--- config.mk ---
export PLATFORM = sky130hd
export DESIGN_NAME = mem_arbiter
export DESIGN_NICKNAME = d
export VERILOG_FILES = /design/src/rtl/mem_arbiter.sv
export SDC_FILE = /design/constraint.sdc
export NUM_CORES = 1
export LEC_CHECK = 0
export CAP_MARGIN = 20
export CORE_MARGIN = 2
export CORE_UTILIZATION = 23
export DETAILED_ROUTE_END_ITERATION = 8
export HOLD_SLACK_MARGIN = 0.1
export SYNTH_ARGS = -nofsm -noshare
export SYNTH_HDL_FRONTEND = slang
export SYNTH_SLANG_ARGS = --single-unit
--- constraint.sdc ---
create_clock -name clk -period 4.5 [get_ports clk]
set_input_delay 0.9 -clock clk [delete_from_list [all_inputs] [get_ports clk]]
set_output_delay 0.9 -clock clk [all_outputs]
set_load 0.005 [all_outputs]
--- src/rtl/mem_arbiter.sv ---
// Two-requester arbiter (fetch and load/store) in front of a single-port byte RAM.
// Each access is serialised into byte cycles; mem wins ties, and results are sign/zero-extended.
module mem_arbiter #(
  parameter int ADDR_WIDTH = 17
) (
  input  logic                  clk,
  input  logic                  rst_n,
  input  logic                  if_req_i,
  input  logic [31:0]           if_addr_i,
  output logic                  if_done_o,
  output logic [31:0]           if_data_o,
  input  logic                  mem_req_i,
  input  logic                  mem_we_i,
  input  logic [31:0]           mem_addr_i,
  input  logic [1:0]            mem_size_i,
  input  logic                  mem_unsigned_i,
  input  logic [31:0]           mem_wdata_i,
  output logic                  mem_done_o,
  output logic [31:0]           mem_rdata_o,
  output logic                  busy_o,
  output logic [ADDR_WIDTH-1:0] ram_addr_o,
  output logic                  ram_wr_o,
  output logic [7:0]            ram_wdata_o,
  input  logic [7:0]            ram_rdata_i
);

  typedef enum logic [1:0] {IDLE, XFER, DONE} state_t;

  state_t                state_q, state_d;
  logic [2:0]            k_q, k_d;
  logic                  id_mem_q, id_mem_d;
  logic [ADDR_WIDTH-1:0] base_q, base_d;
  logic [1:0]            size_q, size_d;
  logic                  we_q, we_d;
  logic                  uns_q, uns_d;
  logic [31:0]           wdata_q, wdata_d;
  logic [31:0]           rbuf_q, rbuf_d;
  logic [31:0]           if_data_q, if_data_d;
  logic [31:0]           mem_rdata_q, mem_rdata_d;

  logic [2:0]            n_bytes;
  logic [2:0]            addr_k;
  logic [1:0]            cap_idx;
  logic [31:0]           wshift;
  logic                  unused_addr_bits;

  function automatic logic [2:0] byte_count(input logic [1:0] size);
    case (size)
      2'd0:    return 3'd1;
      2'd1:    return 3'd2;
      default: return 3'd4;
    endcase
  endfunction

  function automatic logic [31:0] extend_load(input logic [31:0] w, input logic [1:0] size,
                                              input logic uns);
    logic signed [7:0]  b;
    logic signed [15:0] h;
    logic signed [31:0] r;
    b = w[7:0];
    h = w[15:0];
    case (size)
      2'd0:    r = uns ? {24'd0, w[7:0]}  : 32'(b);
      2'd1:    r = uns ? {16'd0, w[15:0]} : 32'(h);
      default: r = w;
    endcase
    return r;
  endfunction

  assign unused_addr_bits = ^{if_addr_i, mem_addr_i};
  assign n_bytes = byte_count(size_q);
  assign cap_idx = k_q[1:0] - 2'd1;

  always_comb begin
    state_d     = state_q;
    k_d         = k_q;
    id_mem_d    = id_mem_q;
    base_d      = base_q;
    size_d      = size_q;
    we_d        = we_q;
    uns_d       = uns_q;
    wdata_d     = wdata_q;
    rbuf_d      = rbuf_q;
    if_data_d   = if_data_q;
    mem_rdata_d = mem_rdata_q;
    case (state_q)
      IDLE: begin
        if (mem_req_i || if_req_i) begin
          id_mem_d = mem_req_i;
          base_d   = mem_req_i ? mem_addr_i[ADDR_WIDTH-1:0] : if_addr_i[ADDR_WIDTH-1:0];
          size_d   = mem_req_i ? mem_size_i : 2'd2;
          we_d     = mem_req_i & mem_we_i;
          uns_d    = mem_req_i & mem_unsigned_i;
          wdata_d  = mem_req_i ? mem_wdata_i : 32'd0;
          rbuf_d   = 32'd0;
          k_d      = 3'd0;
          state_d  = XFER;
        end
      end
      XFER: begin
        if (we_q) begin
          if (k_q == n_bytes - 3'd1) state_d = DONE;
          else                       k_d = k_q + 3'd1;
        end else begin
          // RAM data lags its address by one cycle: cycle k captures byte k-1
          if (k_q != 3'd0) rbuf_d = rbuf_q | (32'(ram_rdata_i) << {cap_idx, 3'b000});
          if (k_q == n_bytes) begin
            if (id_mem_q) mem_rdata_d = extend_load(rbuf_d, size_q, uns_q);
            else          if_data_d   = rbuf_d;
            state_d = DONE;
          end else begin
            k_d = k_q + 3'd1;
          end
        end
      end
      DONE:    state_d = IDLE;
      default: state_d = IDLE;
    endcase
  end

  always_ff @(posedge clk or negedge rst_n) begin
    if (!rst_n) begin
      state_q     <= IDLE;
      k_q         <= 3'd0;
      id_mem_q    <= 1'b0;
      base_q      <= '0;
      size_q      <= 2'd0;
      we_q        <= 1'b0;
      uns_q       <= 1'b0;
      wdata_q     <= 32'd0;
      rbuf_q      <= 32'd0;
      if_data_q   <= 32'd0;
      mem_rdata_q <= 32'd0;
    end else begin
      state_q     <= state_d;
      k_q         <= k_d;
      id_mem_q    <= id_mem_d;
      base_q      <= base_d;
      size_q      <= size_d;
      we_q        <= we_d;
      uns_q       <= uns_d;
      wdata_q     <= wdata_d;
      rbuf_q      <= rbuf_d;
      if_data_q   <= if_data_d;
      mem_rdata_q <= mem_rdata_d;
    end
  end

  // RAM port is decoded from state so reset silences it immediately
  always_comb begin
    ram_addr_o  = '0;
    ram_wr_o    = 1'b0;
    ram_wdata_o = 8'd0;
    addr_k      = (k_q >= n_bytes) ? n_bytes - 3'd1 : k_q;
    wshift      = wdata_q >> {k_q[1:0], 3'b000};
    if (state_q == XFER) begin
      ram_addr_o = base_q + ADDR_WIDTH'(addr_k);
      if (we_q) begin
        ram_wr_o    = 1'b1;
        ram_wdata_o = wshift[7:0];
      end
    end
  end

  assign busy_o      = (state_q != IDLE);
  assign if_done_o   = (state_q == DONE) && !id_mem_q;
  assign mem_done_o  = (state_q == DONE) && id_mem_q;
  assign if_data_o   = if_data_q;
  assign mem_rdata_o = mem_rdata_q;

endmodule

# ---- Yosys cells after proc, flatten, opt, wreduce, memory -nomap -nowiden
# Index checks and enable logic that the tools add are counted.
dict set report totals {
  register_bits 155
  input_bits 112
  output_inout_bits 93
  word_cells 76
}
dict set report op_classes {
  addsub 4
  order_cmp 1
  n_eq_ne 11
  n_shift 2
  mux 27
  n_bitwise 5
  n_reduce_logical 15
}
# cell count
set op_table {}
lappend op_table {{$mux 32} 6}
lappend op_table {{$pmux 32 s2} 2}
lappend op_table {{$mux 17} 2}
lappend op_table {{$or 32x32->32} 1}
lappend op_table {{$shl 8x5->32} 1}
lappend op_table {{$shr 32x5->8} 1}
lappend op_table {{$add 17x3->17} 1}
lappend op_table {{$mux 8} 2}
lappend op_table {{$mux 3} 5}
lappend op_table {{$ne 3x3->1 const B} 4}
lappend op_table {{$pmux 3 s2} 2}
lappend op_table {{$reduce_and 4->1} 3}
lappend op_table {{$mux 2} 5}
lappend op_table {{$eq 3x3->1} 2}
lappend op_table {{$reduce_and 3->1} 2}
lappend op_table {{$eq 2x1->1 const B} 2}
lappend op_table {{$logic_not 2->1} 2}
lappend op_table {{$ne 2x2->1 const B} 2}
lappend op_table {{$pmux 2 s2} 1}
lappend op_table {{$reduce_bool 2->1} 2}
lappend op_table {{$add 3x1->3 const B} 1}
lappend op_table {{$ge 3x3->1} 1}
lappend op_table {{$reduce_bool 3->1} 1}
lappend op_table {{$sub 3x1->3 const B} 1}
lappend op_table {{9 further kinds} 13}

# ---- Depth between registers and ports, before layout
# Gate-level depths: netlist of the first run.
dict set report logic_depth {
  depth_word 7
  depth_mapped 14
  ltp_nobuf 14
}

# ---- Worst setup path before layout of the first run
# Ideal clock, no wire load.
dict set report synth_timing {
  path_type {flip-flop to output port}
  start {reg size_q[1]}
  end {out ram_addr_o[12]}
  arrival_ns 3.268
  t_required_ns 3.600
  path_slack_ns 0.332
  path_stages_with_launch 15
  path_buffers 0
  cell_sequence {dfrtp_1 > or2_2 > inv_2 > ha_1 > nand2b_1 > a21o_1 > a21o_1 > mux2i_1 > ha_1 > inv_1 > fa_1 > nor2b_1 > o211ai_1 > or3_1 > a21oi_1}
}
dict set report synth_between {
  elab_chain_cells 6
}
# item line_no
set synth_rtl {}
lappend synth_rtl {{start, declared} 33} ;# logic [1:0] size_q, size_d;
lappend synth_rtl {{start signal, assigned} 139} ;# size_q <= size_d;
lappend synth_rtl {{$eq 2x1->1 / $logic_not 2->1 (equally long branches)} 48} ;# case (size)
lappend synth_rtl {{$pmux 3 s2 (*)} 48}
lappend synth_rtl {{$sub 3x1->3 / $ge 3x3->1 (equally long branches)} 154} ;# addr_k = (k_q >= n_bytes) ? n_bytes - 3'd1 : k_q;
lappend synth_rtl {{$mux 3 (*)} 154}
lappend synth_rtl {{$add 17x3->17 (*)} 157} ;# ram_addr_o = base_q + ADDR_WIDTH'(addr_k);
lappend synth_rtl {{$mux 17 (*)} 156} ;# if (state_q == XFER) begin
lappend synth_rtl {{end, declared} 21} ;# output logic [ADDR_WIDTH-1:0] ram_addr_o,
# Every way passes the cells marked *; elsewhere a longest branch is shown, timed or not.

# ---- Worst setup path in the final report of the first run
dict set report layout_timing {
  start {reg size_q[1]}
  end {out ram_addr_o[16]}
}
# The elaborated chain is that of the path after synthesis.

==> insert_results.sql, run 1 <==
INSERT INTO impl_metrics (metric_group, metric, value, unit) VALUES
('worst_setup_path', 'worst_path_dominant_cell_family', 'simple AND/OR/NAND/NOR gates', ''),
('synthesis', 'synth-seq-area-share', '0.552', ''),
('finish', 'finalNetCount', '980', ''),
('synthesis', 'yosys.area.top_type', 'sky130_fd_sc_hd__dfrtp_1', ''),
('routing', 'drt-wirelength-per-cell', '16.7', 'um'),
('power', 'powerDensity', '710', 'mW/mm^2'),
('sta', 'finClkSkew', '13.3', 'ps'),
('floorplanning', 'core.rowCount', '64', ''),
('clock_network', 'cts_tree', 'built', ''),
('finish', 'final_cell_area', '0.0101', 'mm^2'),
('grt', 'gr-total-overflow', '0', ''),
('grt', 'maximum_number_of_pins_on_one_net_before_global_route_repair', '116', ''),
('grt', 'track_usage', '0.136', ''),
('power', 'combPwrFrac', '0.478', ''),
('sta', 'final_cycle_utilization_of_the_critical_path', '0.991', ''),
('synthesis', 'async_flop_share', '1.00', ''),
('worst_setup_path', 'critical_path.endpoint_type', 'primary output', ''),
('worst_setup_path', 'worst-path-max-fanout', '4', ''),
('sta', 'final.min_clock_period', '4460', 'ps'),
('worst_setup_path', 'critical_path_buf_inv_count', '3', ''),
('sta', 'timing.max_slew.rel_slack', '0.455', ''),
('clock_network', 'cts_max_path_buffers', '2', ''),
('outcome', 'run_status', 'finished, final reports clean', ''),
('finish', 'ant_diodes', '0', ''),
('sta', 'hold_viol_final', '0', ''),
('synthesis', 'netlist_instances', '667', ''),
('power', 'power_frac_clock', '0.193', ''),
('worst_setup_path', 'timing_worst_setup_path_type', 'flip-flop to primary output', ''),
('floorplanning', 'die_w', '179', 'um'),
('finish', 'synthToLayoutAreaGrowth', '44.0', '%'),
('sta', 'slew_viol_final', '0', ''),
('place', 'placer_s_final_routability_congestion_estimate', '0.754', ''),
('sta', 'finalWorstSetupSlack', '41.3', 'ps'),
('clock_network', 'cts_inserted_buffers', '17', ''),
('place', 'detailedPlacementHpwl', '14700', 'um'),
('synthesis', 'area_fraction_of_the_dominant_cell_type_after_synthesis', '0.552', ''),
('floorplanning', 'num_ports', '205', ''),
('floorplanning', 'fp.coreArea', '0.0303', 'mm^2'),
('routing', 'detail_route.drc_violations', '0', ''),
('sta', 'finalHoldWorstSlack', '444', 'ps'),
('sta', 'unrepaired_setup_endpoints_after_global_routing', 'true', ''),
('power', 'power.sequential.fraction', '0.329', ''),
('power', 'power.ir.vdd_worst', '0.000255', 'V'),
('worst_setup_path', 'worst_path_arrival', '3560', 'ps'),
('min_path', 'holdCritPathClass', 'input pin to async pin', ''),
('power', 'power.static_leakage', '4.38', 'nW'),
('clock_network', 'holdBufCountCts', '0', ''),
('synthesis', 'synth_top_flop_cell', 'sky130_fd_sc_hd__dfrtp_1', ''),
('synthesis', 'synth.ff_latch_count', '155', ''),
('power', 'switchingPower', '0.00268', 'W'),
('sta', 'max_freq', '224', 'MHz'),
('worst_setup_path', 'cp_data_required_time', '3600', 'ps'),
('sta', 'setup-violations-final', '0', ''),
('place', 'preCtsSetupSlack', '-126', 'ps'),
('clock_network', 'clock_sinks', '155', ''),
('power', 'netSwitchingFraction', '0.373', ''),
('routing', 'first_iter_violations', '334', ''),
('clock_network', 'cts.htree.levels', '4', ''),
('floorplanning', 'die_area', '0.0320', 'mm^2'),
('sta', 'setup_total_negative_slack', '0', 'ps'),
('routing', 'viasPerCell', '4.57', ''),
('floorplanning', 'floorplan.die.height', '179', 'um'),
('power', 'power', '0.00719', 'W'),
('worst_setup_path', 'cell_mode_on_critical_path', 'sky130_fd_sc_hd__a21o_1', ''),
('job', 'maxCapViolations', '0', ''),
('finish', 'post_route_cells_drive_above_1_share', '0.144', ''),
('worst_setup_path', 'slowest_delay', '390', 'ps'),
('synthesis', 'syn_area', '0.00703', 'mm^2'),
('place', 'io_buffer_count', '174', ''),
('worst_setup_path', 'worstPathCellList', 'or2_4, inv_4, ha_4, nand2b_4, a21o_1, a21o_1, buf_4, mux2_2, fa_2, nor2b_4, o211ai_1, or3_1, a21oi_2, buf_2', ''),
('routing', 'firstDrtPassIters', '4', '');
## Yosys cell counts (3+ instances only)
master	count
sky130_fd_sc_hd__and2_1	4
sky130_fd_sc_hd__o21ai_0	21
sky130_fd_sc_hd__nand2_1	60
sky130_fd_sc_hd__a22o_1	35
sky130_fd_sc_hd__and3_1	12
sky130_fd_sc_hd__clkbuf_1	35
sky130_fd_sc_hd__nand2b_1	4
sky130_fd_sc_hd__ha_1	10
sky130_fd_sc_hd__or3_1	5
sky130_fd_sc_hd__buf_1	3
sky130_fd_sc_hd__mux2i_1	21
sky130_fd_sc_hd__nand3_1	3
sky130_fd_sc_hd__inv_1	10
sky130_fd_sc_hd__dfrtp_1	155
sky130_fd_sc_hd__o21ai_1	33
sky130_fd_sc_hd__xor2_1	8
sky130_fd_sc_hd__a31oi_1	32
sky130_fd_sc_hd__nor2_1	81
sky130_fd_sc_hd__a21oi_1	47
sky130_fd_sc_hd__xnor2_1	4
sky130_fd_sc_hd__nor3b_1	3
sky130_fd_sc_hd__buf_2	10
sky130_fd_sc_hd__a21o_1	4
sky130_fd_sc_hd__mux4_2	8
sky130_fd_sc_hd__o32a_1	16
sky130_fd_sc_hd__o211ai_1	5
sky130_fd_sc_hd__nor2b_1	5
sky130_fd_sc_hd__o22a_1	8
## final timing paths
check / startpoint / cells past startpoint / slack, ps / endpoint
min in group clk: if_data_o[28] / 2 / 490 / if_data_o[28]
min: rst_n / 1 / 440 / if_data_o[5]
max reg2reg: k_q[1] / 9 / 1410 / mem_rdata_o[16]
min reg2reg: if_data_o[28] / 2 / 490 / if_data_o[28]
max in group asynchronous: rst_n / 3 / 3060 / size_q[1]
max: size_q[1] / 14 / 40 / ram_addr_o[16]
## final cells by class
| cell class | count | area, um^2 |
|---|---|---|
| Clock buffer | 18 | 439 |
| Clock inverter | 14 | 126 |
| Fill cell | 3107 | 20200 |
| Inverter | 11 | 43.8 |
| Multi-Input combinational cell | 453 | 3070 |
| Sequential cell | 155 | 3880 |
| Tap cell | 396 | 495 |
| Timing Repair Buffer | 219 | 2070 |
## power by group through the flow
| stage | logic (W) | registers (W) | clock network, W |
|---|---|---|---|
| 6_report | 0.00344 | 0.00237 | 0.00139 |
| 5_1_grt | 0.00384 | 0.00245 | 0.00150 |
| 4_1_cts | 0.00351 | 0.00237 | 0.00144 |
| 3_5_place_dp | 0.00333 | 0.00239 | 0 |
| 3_3_place_gp | 0.00327 | 0.00237 | 0 |
| 2_1_floorplan | 0.00176 | 0.00231 | 0 |
## kinds of logic (layout without fill, tap and decap cells)
family	count (synthesis)	after routing	share of synthesized area
AOI/OAI and AO/OA	210	210	0.197
xor gates and xnor gates	13	13	0.0181
adders and majority gates	11	11	0.0206
buffers and inverters	59	262	0.0333
DFF	155	155	0.552
muxes	31	31	0.0587
and+or+nand+nor	188	188	0.120
## through the flow
stage               instances   util
floorplan                 667      -
global placement         1221  0.308
detailed placement       1222  0.309
CTS                      1263  0.333
global route             1266  0.334
finish                   1266  0.334
## metal layers
layer / vias to the layer above / wire, um / track usage
li1: 2792 / - / -
met1: 2823 / 9290 / 0.176
met2: 171 / 10400 / 0.226
met3: 2 / 1440 / 0.0380
met4: 0 / 29 / 0.0271
met5: - / 0 / 0
## layout by cell type (no fill, tap or decap), types with 3 or more instances in the layout
cell type and instances:
sky130_fd_sc_hd__mux2i_1 21, sky130_fd_sc_hd__ha_1 5, sky130_fd_sc_hd__and3_1 12, sky130_fd_sc_hd__clkbuf_16 17
sky130_fd_sc_hd__a21oi_1 43, sky130_fd_sc_hd__xnor2_1 4, sky130_fd_sc_hd__dfrtp_1 155, sky130_fd_sc_hd__nor3b_1 3
sky130_fd_sc_hd__xor2_1 8, sky130_fd_sc_hd__clkdlybuf4s50_1 158, sky130_fd_sc_hd__o22a_1 8, sky130_fd_sc_hd__a21o_1 4
sky130_fd_sc_hd__a21oi_2 3, sky130_fd_sc_hd__buf_2 7, sky130_fd_sc_hd__a31oi_1 32, sky130_fd_sc_hd__o32a_1 16
sky130_fd_sc_hd__and2_1 4, sky130_fd_sc_hd__mux4_2 8, sky130_fd_sc_hd__or3_1 4, sky130_fd_sc_hd__inv_1 9
sky130_fd_sc_hd__nor2_1 81, sky130_fd_sc_hd__clkbuf_2 5, sky130_fd_sc_hd__ha_4 4, sky130_fd_sc_hd__o211ai_1 5
sky130_fd_sc_hd__o21ai_1 32, sky130_fd_sc_hd__a22o_1 35, sky130_fd_sc_hd__clkinv_4 3, sky130_fd_sc_hd__nor2b_1 4
sky130_fd_sc_hd__nand2_1 60, sky130_fd_sc_hd__o21ai_0 21, sky130_fd_sc_hd__buf_4 41, sky130_fd_sc_hd__inv_6 5
sky130_fd_sc_hd__nand2b_1 3
## sequential cells by signal, summed over array words and instances (netlist names)
register,flops
base_q,17
id_mem_q,1
if_data_o,32
k_q,3
mem_rdata_o,32
rbuf_q,32
size_q,2
state_q,2
uns_q,1
wdata_q,32
we_q,1
## timing repair
| action | CTS | global route |
|---|---|---|
| pin swaps | 22 | 22 |
| setup endpoints to repair | 15 | 14 |
| resized for setup | 51 | 21 |
| buffers inserted | 9 | 2 |
Power figures use the tool's default switching activity.
==> inputs of run 2 (changes only) <==
--- a/config.mk
+++ b/config.mk
@@ -10,6 +10,7 @@
 export CORE_UTILIZATION = 23
 export DETAILED_ROUTE_END_ITERATION = 8
 export HOLD_SLACK_MARGIN = 0.1
+export MAX_ROUTING_LAYER = met4
 export SYNTH_ARGS = -nofsm -noshare
 export SYNTH_HDL_FRONTEND = slang
 export SYNTH_SLANG_ARGS = --single-unit
==> constraint.sdc (replaced) <==
create_clock -name clk -period 5.7 [get_ports clk]
set_input_delay 1.14 -clock clk [delete_from_list [all_inputs] [get_ports clk]]
set_output_delay 1.14 -clock clk [all_outputs]
set_load 0.005 [all_outputs]
==> run 2 against run 1 <==
  * Core utilization shrank 0.84 points
  * Register-to-register slack better by 1200 ps
  * Power down 23%
  * Sequential power is 21% lower
  * Clock-buffer cell count unchanged
  * Worst setup slack better by 270 ps
  * Die area unchanged
  * Routed wire length shrank 0.69%
  * Worst hold slack gained 39 ps
  * Non-clock buffer count fell by 26
  * Cell count fell by 2.1%
==> insert_results.sql, run 2 (synthesis gave the netlist of run 1 again) <==
INSERT INTO impl_metrics (metric_group, metric, value, unit) VALUES
('outcome', 'run_status', 'finished, final reports clean', ''),
('sta', 'slew_viol_final', '0', ''),
('grt', 'gr-total-overflow', '0', ''),
('finish', 'post_route_cells_drive_above_1_share', '0.0853', ''),
('job', 'maxCapViolations', '0', ''),
('grt', 'grt_antenna_before_repair', '0', ''),
('sta', 'max_freq', '185', 'MHz'),
('place', 'dp.cells', '1205', ''),
('sta', 'timing.max_slew.rel_slack', '0.487', ''),
('finish', 'finalNetCount', '954', ''),
('clock_network', 'cts_tree', 'built', ''),
('place', 'detailedPlacementHpwl', '14600', 'um'),
('sta', 'hold_viol_final', '0', ''),
('clock_network', 'cts.reportedPaths.clkPinSlew', '70', 'ps'),
('clock_network', 'worst_skew_pair_latency', '430', 'ps'),
('grt', 'track_usage', '0.138', ''),
('routing', 'viasPerCell', '4.59', ''),
('floorplanning', 'initial_utilization', '0.232', ''),
('place', 'io_buffer_count', '174', ''),
('floorplanning', 'floorplan.die.height', '179', 'um'),
('routing', 'drt-wirelength-per-cell', '16.9', 'um'),
('finish', 'filler_cell_count', '3105', ''),
('routing', 'first_iter_violations', '395', ''),
('power', 'powerDensity', '560', 'mW/mm^2'),
('place', 'cell_area_reported_after_detailed_placement', '0.00922', 'mm^2'),
('sta', 'final_cycle_utilization_of_the_critical_path', '0.946', ''),
('power', 'power.sequential.fraction', '0.338', ''),
('min_path', 'hold_end', 'if_data_o[9]', ''),
('power', 'netSwitchingFraction', '0.373', ''),
('clock_network', 'cts_inserted_buffers', '17', ''),
('worst_setup_path', 'worst_path_arrival', '4250', 'ps'),
('sta', 'final.min_clock_period', '5390', 'ps'),
('finish', 'ant_diodes', '0', ''),
('clock_network', 'clk_root_buffer_cell', 'sky130_fd_sc_hd__clkbuf_16', ''),
('finish', 'mostFrequentLayoutCells', '172 x sky130_fd_sc_hd__clkdlybuf4s50_1, 155 x sky130_fd_sc_hd__dfrtp_1, 81 x sky130_fd_sc_hd__nor2_1', ''),
('power', 'combPwrFrac', '0.459', ''),
('power', 'power.static_leakage', '4.23', 'nW'),
('worst_setup_path', 'ff2ff_path_depth', '8', ''),
('worst_setup_path', 'worst-path-max-fanout', '10', ''),
('power', 'power_frac_clock', '0.203', ''),
('routing', 'firstDrtPassIters', '5', ''),
('min_path', 'start_point_of_the_worst_min_delay_path', 'if_data_o[9]', ''),
('grt', 'grt_pass1_wl', '32500', 'um'),
('power', 'cell_internal_pwr', '0.00346', 'W'),
('place', 'placer_s_final_routability_congestion_estimate', '0.764', ''),
('sta', 'finClkSkew', '10.5', 'ps'),
('worst_setup_path', 'regToRegEndpoint', 'mem_rdata_o[26]', ''),
('finish', 'synthToLayoutAreaGrowth', '40.4', '%'),
('routing', 'vias_after_detailed_routing', '5696', ''),
('worst_setup_path', 'timing_worst_setup_path_type', 'flip-flop to primary output', ''),
('min_path', 'holdCritPathClass', 'flip-flop to flip-flop', ''),
('routing', 'wl', '21000', 'um'),
('grt', 'maximum_number_of_pins_on_one_net_before_global_route_repair', '75', ''),
('routing', 'detail_route.drc_violations', '0', ''),
('worst_setup_path', 'cp_data_required_time', '4560', 'ps'),
('clock_network', 'cts.htree.levels', '4', ''),
('power', 'power.ir.vdd_worst', '0.000196', 'V'),
('min_path', 'min_delay_path_depth', '2', ''),
('sta', 'finalHoldWorstSlack', '483', 'ps'),
('routing', 'antenna_left', '0', ''),
('floorplanning', 'die_w', '179', 'um'),
('finish', 'commonest_non_fill_non_tap_cell_in_the_layout', 'sky130_fd_sc_hd__clkdlybuf4s50_1', ''),
('clock_network', 'cts_max_path_buffers', '2', ''),
('floorplanning', 'fp.coreArea', '0.0303', 'mm^2'),
('sta', 'tightestPinTransition', '764', 'ps'),
('finish', 'final_cell_area', '0.00987', 'mm^2'),
('worst_setup_path', 'critical_path.endpoint_type', 'primary output', ''),
('clock_network', 'clock_sinks', '155', ''),
('sta', 'setup-violations-final', '0', ''),
('grt', 'grt_pass1_vias', '5661', ''),
('worst_setup_path', 'r2r_setup_slack', '2620', 'ps'),
('sta', 'unrepaired_setup_endpoints_after_global_routing', 'false', ''),
('floorplanning', 'core.rowCount', '64', ''),
('worst_setup_path', 'start_kind', 'flip-flop', ''),
('worst_setup_path', 'crit_start', 'size_q[1]', ''),
('floorplanning', 'num_ports', '205', ''),
('clock_network', 'holdBufCountCts', '0', ''),
('clock_network', 'cts_post_setup_buffers_inserted', '0', ''),
('finish', 'post_layout_cell_count', '1240', ''),
('power', 'switchingPower', '0.00206', 'W'),
('sta', 'setup_total_negative_slack', '0', 'ps'),
('floorplanning', 'die_area', '0.0320', 'mm^2'),
('worst_setup_path', 'worst_r2r_startpoint', 'k_q[1]', '');
run 2: how the worst max path moves through the flow:
stage,slack (ps),endpoint
floorplan,1290,ram_addr_o[12]
global placement,460,ram_addr_o[16]
detailed placement,480,ram_addr_o[12]
CTS,60,ram_addr_o[12]
global route,70,ram_addr_o[11]
finish,310,ram_addr_o[14]
run 2: cell type report:
class | instances | area [um^2] | share of cell area
repair buffers | 193 | 1920 | 0.195
clock buffers | 18 | 439 | 0.0445
multi-input cells | 453 | 2950 | 0.299
inverters | 11 | 46.3 | 0.00469
flip-flops and latches | 155 | 3880 | 0.393
clock inverters | 14 | 145 | 0.0147
well taps | 396 | 495 | 0.0502
run 2: through the flow:
stage           util  setup WS [ps]  power, W
4_1_cts        0.323           60.6   0.00559
2_1_floorplan      -           1290   0.00321
3_5_place_dp   0.304            480   0.00444
6_report       0.325            309   0.00553
5_1_grt        0.325           67.6   0.00597
3_3_place_gp   0.303            463   0.00438
run 2: worst max-delay path: stages (launching register included):
cell                              delay, ps
sky130_fd_sc_hd__dfrtp_1                420
sky130_fd_sc_hd__or2_4                  300
sky130_fd_sc_hd__inv_6                  120
sky130_fd_sc_hd__ha_1                   260
sky130_fd_sc_hd__nand2b_1               150
sky130_fd_sc_hd__a21o_1                 170
sky130_fd_sc_hd__a21o_1                 230
sky130_fd_sc_hd__mux2i_1                160
sky130_fd_sc_hd__ha_1                   180
sky130_fd_sc_hd__inv_1                   60
sky130_fd_sc_hd__fa_1                   430
sky130_fd_sc_hd__nor2b_4                160
sky130_fd_sc_hd__o211ai_1               160
sky130_fd_sc_hd__or3_1                  340
sky130_fd_sc_hd__a21oi_1                150
sky130_fd_sc_hd__clkdlybuf4s50_1        540
run 2: per-layer routing:
| layer | track usage | wire, um |
|---|---|---|
| met3 | 0.0329 | 1440 |
| met4 | 0.0359 | 184 |
| met2 | 0.218 | 9870 |
| met1 | 0.179 | 9520 |
| met5 | - | 0 |
run 2: power groups by stage:
| stage | combinational (W) | sequential, W | clock, W |
|---|---|---|---|
| 2_1_floorplan | 0.00139 | 0.00182 | 0 |
| 3_3_place_gp | 0.00250 | 0.00188 | 0 |
| 3_5_place_dp | 0.00255 | 0.00189 | 0 |
| 4_1_cts | 0.00256 | 0.00187 | 0.00116 |
| 5_1_grt | 0.00283 | 0.00193 | 0.00121 |
| 6_report | 0.00254 | 0.00187 | 0.00112 |
run 2: repair_timing:
item,4_1_cts,5_1_grt
setup endpoints to repair,3,9
pin swaps,0,1
gates resized for setup,1,7
